<file path="config.mk">
export PLATFORM = sky130hd
export DESIGN_NAME = mul_div_unit
export DESIGN_NICKNAME = d
export VERILOG_FILES = /design/src/rtl/mul_div_unit.sv
export SDC_FILE = /design/constraint.sdc
export NUM_CORES = 1
export LEC_CHECK = 0
export BUFFER_PORTS_ARGS = -buffer_cell sky130_fd_sc_hd__buf_2
export CAP_MARGIN = 15
export CORE_ASPECT_RATIO = 1.1
export CORE_UTILIZATION = 55
export CTS_CLUSTER_DIAMETER = 60
export DETAILED_ROUTE_END_ITERATION = 8
export GPL_ROUTABILITY_DRIVEN = 1
export PLACE_DENSITY_LB_ADDON = 0.12
export SLEW_MARGIN = 20
export SYNTH_ARGS = -nofsm -noshare
export SYNTH_HDL_FRONTEND = slang
export SYNTH_SLANG_ARGS = --single-unit
export TNS_END_PERCENT = 10
</file>
<file path="constraint.sdc">
create_clock -name iCLK -period 10.1 [get_ports iCLK]
set_input_delay 1.515 -clock iCLK [delete_from_list [all_inputs] [get_ports iCLK]]
set_output_delay 1.515 -clock iCLK [all_outputs]
set_load 0.05 [all_outputs]
</file>
<file path="src/rtl/mul_div_unit.sv">
// Iterative RV32M multiply/divide unit: shift-add multiply and restoring divide on
// operand magnitudes, one bit per cycle, with signs fixed up on the final cycle.
module mul_div_unit #(
    parameter int WIDTH = 32
) (
    input  logic             iCLK,
    input  logic             iRST,
    input  logic             iStart,
    input  logic [2:0]       iFunct3,
    input  logic [WIDTH-1:0] iA,
    input  logic [WIDTH-1:0] iB,
    output logic             oBusy,
    output logic             oDone,
    output logic [WIDTH-1:0] oResult
);
    localparam int CW = $clog2(WIDTH);

    typedef enum logic [1:0] {IDLE, CALC, DONE} state_t;

    state_t             state;
    logic [CW-1:0]      cnt;
    logic [2:0]         funct;
    logic               fast, negMain, negRem;
    logic [WIDTH-1:0]   opnd, fastRes;
    logic [2*WIDTH-1:0] acc;

    // Operand decode on the request side
    logic             isDiv, aSigned, bSigned, aNeg, bNeg, divZero, divOvf, fastHit;
    logic [WIDTH-1:0] aMag, bMag, fastVal;

    always_comb begin
        isDiv   = iFunct3[2];
        aSigned = isDiv ? ~iFunct3[0] : ~(iFunct3[1] & iFunct3[0]);
        bSigned = isDiv ? ~iFunct3[0] : ~iFunct3[1];
        aNeg    = aSigned & iA[WIDTH-1];
        bNeg    = bSigned & iB[WIDTH-1];
        aMag    = aNeg ? -iA : iA;
        bMag    = bNeg ? -iB : iB;
        divZero = (iB == '0);
        divOvf  = ~iFunct3[0] && (iA == {1'b1, {(WIDTH-1){1'b0}}}) && (iB == '1);
        fastHit = isDiv & (divZero | divOvf);
        if (divZero) fastVal = iFunct3[1] ? iA : '1;
        else         fastVal = iFunct3[1] ? '0 : iA;
    end

    // One iteration of the datapath, plus sign fix-up of the value it produces
    logic [WIDTH:0]     mulSum, shifted, diff;
    logic [2*WIDTH-1:0] mulNext, divNext, stepNext, prodS;
    logic [WIDTH-1:0]   quotS, remS, finalRes;

    always_comb begin
        mulSum   = {1'b0, acc[2*WIDTH-1:WIDTH]} + (acc[0] ? {1'b0, opnd} : '0);
        mulNext  = {mulSum, acc[WIDTH-1:1]};
        shifted  = {acc[2*WIDTH-1:WIDTH], acc[WIDTH-1]};
        diff     = shifted - {1'b0, opnd};
        // A borrow means the trial subtraction failed: keep the shifted remainder
        divNext  = diff[WIDTH] ? {shifted[WIDTH-1:0], acc[WIDTH-2:0], 1'b0}
                               : {diff[WIDTH-1:0],    acc[WIDTH-2:0], 1'b1};
        stepNext = funct[2] ? divNext : mulNext;
        prodS    = negMain ? -stepNext : stepNext;
        quotS    = negMain ? -stepNext[WIDTH-1:0] : stepNext[WIDTH-1:0];
        remS     = negRem  ? -stepNext[2*WIDTH-1:WIDTH] : stepNext[2*WIDTH-1:WIDTH];
        case (funct)
            3'b000:          finalRes = prodS[WIDTH-1:0];
            3'b100, 3'b101:  finalRes = quotS;
            3'b110, 3'b111:  finalRes = remS;
            default:         finalRes = prodS[2*WIDTH-1:WIDTH];
        endcase
    end

    always_ff @(posedge iCLK) begin
        if (iRST) begin
            state   <= IDLE;
            cnt     <= '0;
            funct   <= '0;
            fast    <= 1'b0;
            negMain <= 1'b0;
            negRem  <= 1'b0;
            opnd    <= '0;
            fastRes <= '0;
            acc     <= '0;
            oBusy   <= 1'b0;
            oDone   <= 1'b0;
            oResult <= '0;
        end else begin
            oDone <= 1'b0;
            case (state)
                IDLE, DONE: begin
                    if (iStart) begin
                        funct   <= iFunct3;
                        acc     <= {{WIDTH{1'b0}}, isDiv ? aMag : bMag};
                        opnd    <= isDiv ? bMag : aMag;
                        negMain <= aNeg ^ bNeg;
                        negRem  <= aNeg;
                        fast    <= fastHit;
                        fastRes <= fastVal;
                        cnt     <= '0;
                        state   <= CALC;
                        oBusy   <= 1'b1;
                    end else begin
                        state <= IDLE;
                        oBusy <= 1'b0;
                    end
                end
                CALC: begin
                    if (fast) begin
                        oResult <= fastRes;
                        state   <= DONE;
                        oBusy   <= 1'b0;
                        oDone   <= 1'b1;
                    end else begin
                        acc <= stepNext;
                        cnt <= cnt + 1'b1;
                        if (cnt == CW'(WIDTH-1)) begin
                            oResult <= finalRes;
                            state   <= DONE;
                            oBusy   <= 1'b0;
                            oDone   <= 1'b1;
                        end
                    end
                end
                default: begin
                    state <= IDLE;
                    oBusy <= 1'b0;
                end
            endcase
        end
    end
endmodule

</file>
After elaboration in Yosys (flattened, before gate mapping)
Index checks and enable logic that the tools add are counted.
Storage, ports and cells
  bits of input ports: 70
  flip-flop bits (word level): 175
  output and inout bits: 34
  logic and storage cells: 90
Cells by class
  $add $sub $neg: 8
  bitwise gates (word level): 10
  multiplexer cells: 34
  equal/unequal tests: 12
  reductions and logical operators: 14
Operators with widths (count)
  $mux W32: 12
  $mux W64: 5
  $neg A32 Y32: 4
  $pmux W64 S2: 1
  $pmux W32 S3: 1
  $eq A32 B32 Y1 const B: 2
  $neg A64 Y64: 1
  $add A32 B32 Y33: 1
  $sub A33 B32 Y33: 1
  $logic_not A32 Y1: 1
  $eq A3 B3 Y1 const B: 4
  $mux W5: 2
  $pmux W5 S2: 1
  $mux W1: 8
  $reduce_or A2 Y1: 4
  $add A5 B1 Y5 const B: 1
  $eq A5 B5 Y1 const B: 1
  $and A1 B1 Y1: 4
  $mux W2: 2
  $ne A2 B2 Y1 const B: 2
  $not A1 Y1: 4
  $pmux W2 S2: 1
  $reduce_and A2 Y1: 2
  $reduce_bool A2 Y1: 2
  10 further kinds: 11

Logic depth before layout (Yosys ltp)
  depth after elaboration: 8
  depth in mapped cells: 25
  mapped depth without buffers: 22

Worst setup path before layout
No wires, ideal clock.
  path type: reg-to-reg
  from: register acc[31]
  to: register oResult[30]
  data required time: 9.978 ns
  arrival time: 4.896 ns
  slack: 5.082 ns
  cell stages (with the launch flop): 22
  period minus slack after synthesis: 5.018 ns
  setup time: 0.122 ns
  cell sequence: dfxtp_1 -> inv_1 -> ha_1 -> inv_1 -> fa_1 -> a211oi_1 -> o211ai_1 -> nand4_2 -> a21bo_4 -> a21oi_2 -> nor3_1 -> ha_1 -> o21ai_1 -> or2_1 -> or3_1 -> or3_1 -> or2_2 -> or3_1 -> o41ai_1 -> xnor2_1 -> nor2_1 -> a221o_1
Between the ends
  cells in the longest elaborated chain, start to end: 8
  elaborated cells between the ends (all ways): 12
  those cells by class: add/sub: 4; mux: 8
RTL lines
  start, declared: line 25  | logic [2*WIDTH-1:0] acc;
  start signal, assigned: line 91  | acc <= {{WIDTH{1'b0}}, isDiv ? aMag : bMag};
  start signal, assigned: line 112  | acc <= stepNext;
  $sub A33 B32 Y33: line 55  | diff = shifted - {1'b0, opnd};
  $mux W64: line 57  | divNext = diff[WIDTH] ? {shifted[WIDTH-1:0], acc[WIDTH-2:0], 1'b0}
  $mux W64 (*): line 59  | stepNext = funct[2] ? divNext : mulNext;
  $neg A64 Y64 (tied with other cells): line 60  | prodS = negMain ? -stepNext : stepNext;
  $mux W64 (tied with other cells): line 60
  $pmux W32 S3 (*): line 63  | case (funct)
  $mux W32 (*): line 114  | if (cnt == CW'(WIDTH-1)) begin
  $mux W32 (*): line 106  | if (fast) begin
  end signal, assigned: line 107  | oResult <= fastRes;
  end signal, assigned: line 115  | oResult <= finalRes;
  end, declared: line 14  | output logic [WIDTH-1:0] oResult
Every way passes the cells marked *; elsewhere a longest branch is shown, timed or not. The select of a mux whose other input is x is not followed.
A chain may end at the register's enable or synchronous reset.

Worst setup path in the final report
Same ends and word-level chain as after synthesis.

==> impl_metrics.env <==
export IMPL_seq_area_frac_synth=0.201
export IMPL_ant_nets=0
export IMPL_numCtsBuffers=17
export IMPL_synth_most_common_cell="a21oi_1"
export IMPL_finalSetupViolations=0
export IMPL_power_frac_comb=0.410
export IMPL_cts_buffer_depth=2
export IMPL_intPower_uw=1390
export IMPL_wl_met3_mm=6.40
export IMPL_syn_instance_count=2517
export IMPL_power_switching_uw=1120
export IMPL_avgSynthCellArea_um2=6.89
export IMPL_cpPeakStageDelay_ns=0.60
export IMPL_fmax_mhz=165
export IMPL_gp_congestion=0.993
export IMPL_finalCriticalPeriod_ns=6.06
export IMPL_hold_buffers=0
export IMPL_crit_slowest_cell="nor3_1"
export IMPL_antenna_found_initial=2
export IMPL_rows=67
export IMPL_top_layer="met5"
export IMPL_drt_met1_wl_mm=28.0
export IMPL_p_leak_uw=0.00716
export IMPL_fp_dieH_um=188
export IMPL_place_ws_ns=4.18
export IMPL_end_kind="flop"
export IMPL_cts_tree="built"
export IMPL_setup_tns_ns=0
export IMPL_worst_path_most_repeated_cell="or3_1"
export IMPL_critPathKind="reg -> reg"
export IMPL_cp_start_kind="flop"
export IMPL_fin_nets=2657
export IMPL_async_flop_share=0
export IMPL_worstMarginPinSlew_ns=1.14
export IMPL_clk_pin_slew_worst_paths_ns=0.08
export IMPL_grt_usage=0.444
export IMPL_cts_htree_levels=4
export IMPL_root_buffer="clkbuf_16"
export IMPL_rsz0062_at_grt="no"
export IMPL_synth_warnings=0
export IMPL_power_frac_seq=0.306
export IMPL_cellPowerDensity_nw_per_um2=135
export IMPL_pin_count=104
export IMPL_worst_endpoint_required_ns=10.44
export IMPL_finClkSkew_ns=0.0173
export IMPL_cts_resized=0
export IMPL_maxSlewViolCount=0
export IMPL_area_growth_pct=7.51
export IMPL_start_util=0.564
export IMPL_via_count=20100
export IMPL_place_hpwl_mm=55.2
export IMPL_synth_commonest_cells="291 x a21oi_1, 288 x nand2_1, 246 x nor2_1, 225 x o21ai_0, 174 x dfxtp_1"
export IMPL_holdWs_ns=0.454
export IMPL_synth_edff_count=0
export IMPL_syn_num_nets=2660
export IMPL_switching_share=0.446
export IMPL_hp_class="reg -> reg"
export IMPL_portBuffers=103
export IMPL_synth_top_area_frac=0.201
export IMPL_grt_ovfl_total=0
export IMPL_dieWidth_um=171
export IMPL_outcome="completed"
export IMPL_vias_per_cell=6.83
export IMPL_die_area_um2=32300
export IMPL_synth_largest_area_cell="dfxtp_1"
export IMPL_fp_coreArea_um2=30800
export IMPL_synth_cell_types=105
export IMPL_wl_met2_mm=32.7
export IMPL_cts_sinks=174
export IMPL_path_max_fanout=5
export IMPL_cap_violations=0
export IMPL_grt_max_degree=77
export IMPL_fin_crit_sh=0.600
export IMPL_fill_cells=2996
export IMPL_ys_flop_type="dfxtp_1"
export IMPL_cp_cell_sequence="inv_1 > ha_1 > inv_1 > fa_1 > a211oi_1 > o211ai_1 > nand4_2 > a21boi_4 > nor3_1 > nor3_1 > ha_1 > o21ai_1 > or2_1 > or3_1 > or3_1 > or2_2 > or3_1 > o41ai_1 > xnor2_1 > nor2_1 > a221o_1"
export IMPL_grt_pass1_vias=18600
export IMPL_slew_headroom=0.227
export IMPL_fin_ws_ns=4.04
export IMPL_first_pass_iters=6
export IMPL_ir_worst_vdd_v=0.000108
export IMPL_grt_pass1_wl_mm=109
export IMPL_synthTopCellsByArea="dfxtp_1 20%, a21oi_1 8.4%, o21ai_0 6.5%, nand2_1 6.2%, nor2_1 5.3%"
export IMPL_drt_wl_total_mm=72.7
export IMPL_insertion_delay_ns=0.46
export IMPL_synth_seq_cells=174
export IMPL_p_clk_frac=0.284
export IMPL_drive_gt1_frac=0.0954
export IMPL_drc=0
export IMPL_p_total_uw=2510
export IMPL_cts_setup_buffers=0
export IMPL_dr_first_iter_drc_count=2411
export IMPL_hold_viol=0
export IMPL_synth_cell_area_um2=17300
export IMPL_avgRoutedWirePerCell_um=24.7
export IMPL_crit_arrival_ns=6.41
[state kept, by name, indices dropped and copies added (netlist names)]
signal,flops
opnd,32
acc,64
oResult,32
funct,3
negMain,1
fastRes,32
oDone,1
fast,1
state,2
cnt,5
negRem,1
[layout make-up]
class / instances / area [um^2] / share of cell area
Inverter: 84 / 318 / 0.0170
Multi-Input combinational cell: 2101 / 12900 / 0.693
Sequential cell: 174 / 3490 / 0.187
Clock inverter: 15 / 204 / 0.0109
Timing Repair Buffer: 136 / 766 / 0.0411
Tap cell: 414 / 518 / 0.0278
Clock buffer: 17 / 425 / 0.0228
Antenna cell: 1 / 2.50 / 0.000134
[per-layer routing]
metal,track usage,vias to the layer above
met2,0.718,1183
met4,0.308,2
met1,0.530,9429
li1,-,9168
met3,0.0794,298
met5,0,-
[power groups by stage]
stage               combinational (uW)  sequential (uW)  clock (uW)
CTS                                995              767         715
finish                            1030              770         714
global route                      1090              774         736
detailed placement                 989              784           0
floorplan                          685              771           0
global placement                   984              781           0
[cell usage in the layout, fill, tap and decap left out, types with 15 or more instances in the layout]
cell type / count
nor3_1: 69
xnor2_1: 87
ha_1: 71
nor2_1: 244
buf_4: 34
o211ai_1: 56
inv_1: 78
a21o_1: 28
clkbuf_16: 17
and3_1: 25
a211oi_1: 47
buf_2: 102
a21oi_1: 291
and2_1: 50
nand2b_1: 18
nand4_1: 29
nor4_1: 21
a31oi_1: 40
mux2i_1: 46
nand2_1: 288
or3_1: 22
o21ai_0: 223
xor2_1: 72
nand3_1: 72
o21ai_1: 15
o31ai_1: 25
dfxtp_1: 172
[per-stage QoR]
stage / cells / cell area, um^2 / utilization
2_1_floorplan: 2517 / 17300 / -
3_3_place_gp: 2909 / 18000 / 0.586
3_5_place_dp: 2909 / 18000 / 0.586
4_1_cts: 2941 / 18600 / 0.606
5_1_grt: 2941 / 18600 / 0.606
6_report: 2942 / 18700 / 0.606
[logic make-up after synthesis]
family / share of synthesized area
xor gates and xnor gates: 0.0803
DFF: 0.201
adders and majority gates: 0.0535
and+or+nand+nor: 0.249
muxes: 0.0343
AOI/OAI and AO/OA: 0.326
buffers and inverters: 0.0563
[final timing paths]
kind,start,end,slack (ns),cells past startpoint
setup / recovery,acc[31],oResult[30],4.04,21
hold / removal,oResult[0],oResult[0],0.45,2
setup reg to reg,acc[31],oResult[30],4.04,21
hold reg to reg,oResult[0],oResult[0],0.45,2
[critical path: cells and delay by family, from the launching register on]
family | cells | cell delay, ns
AO/OA/AOI/OAI | 6 | 1.55
buffers and inverters | 2 | 0.17
XOR/XNOR | 1 | 0.17
adder cells (fa/ha/maj) | 3 | 0.73
flip-flops | 1 | 0.41
AND/OR/NAND/NOR | 9 | 2.92
No activity file was read; power rests on OpenSTA's default activity.
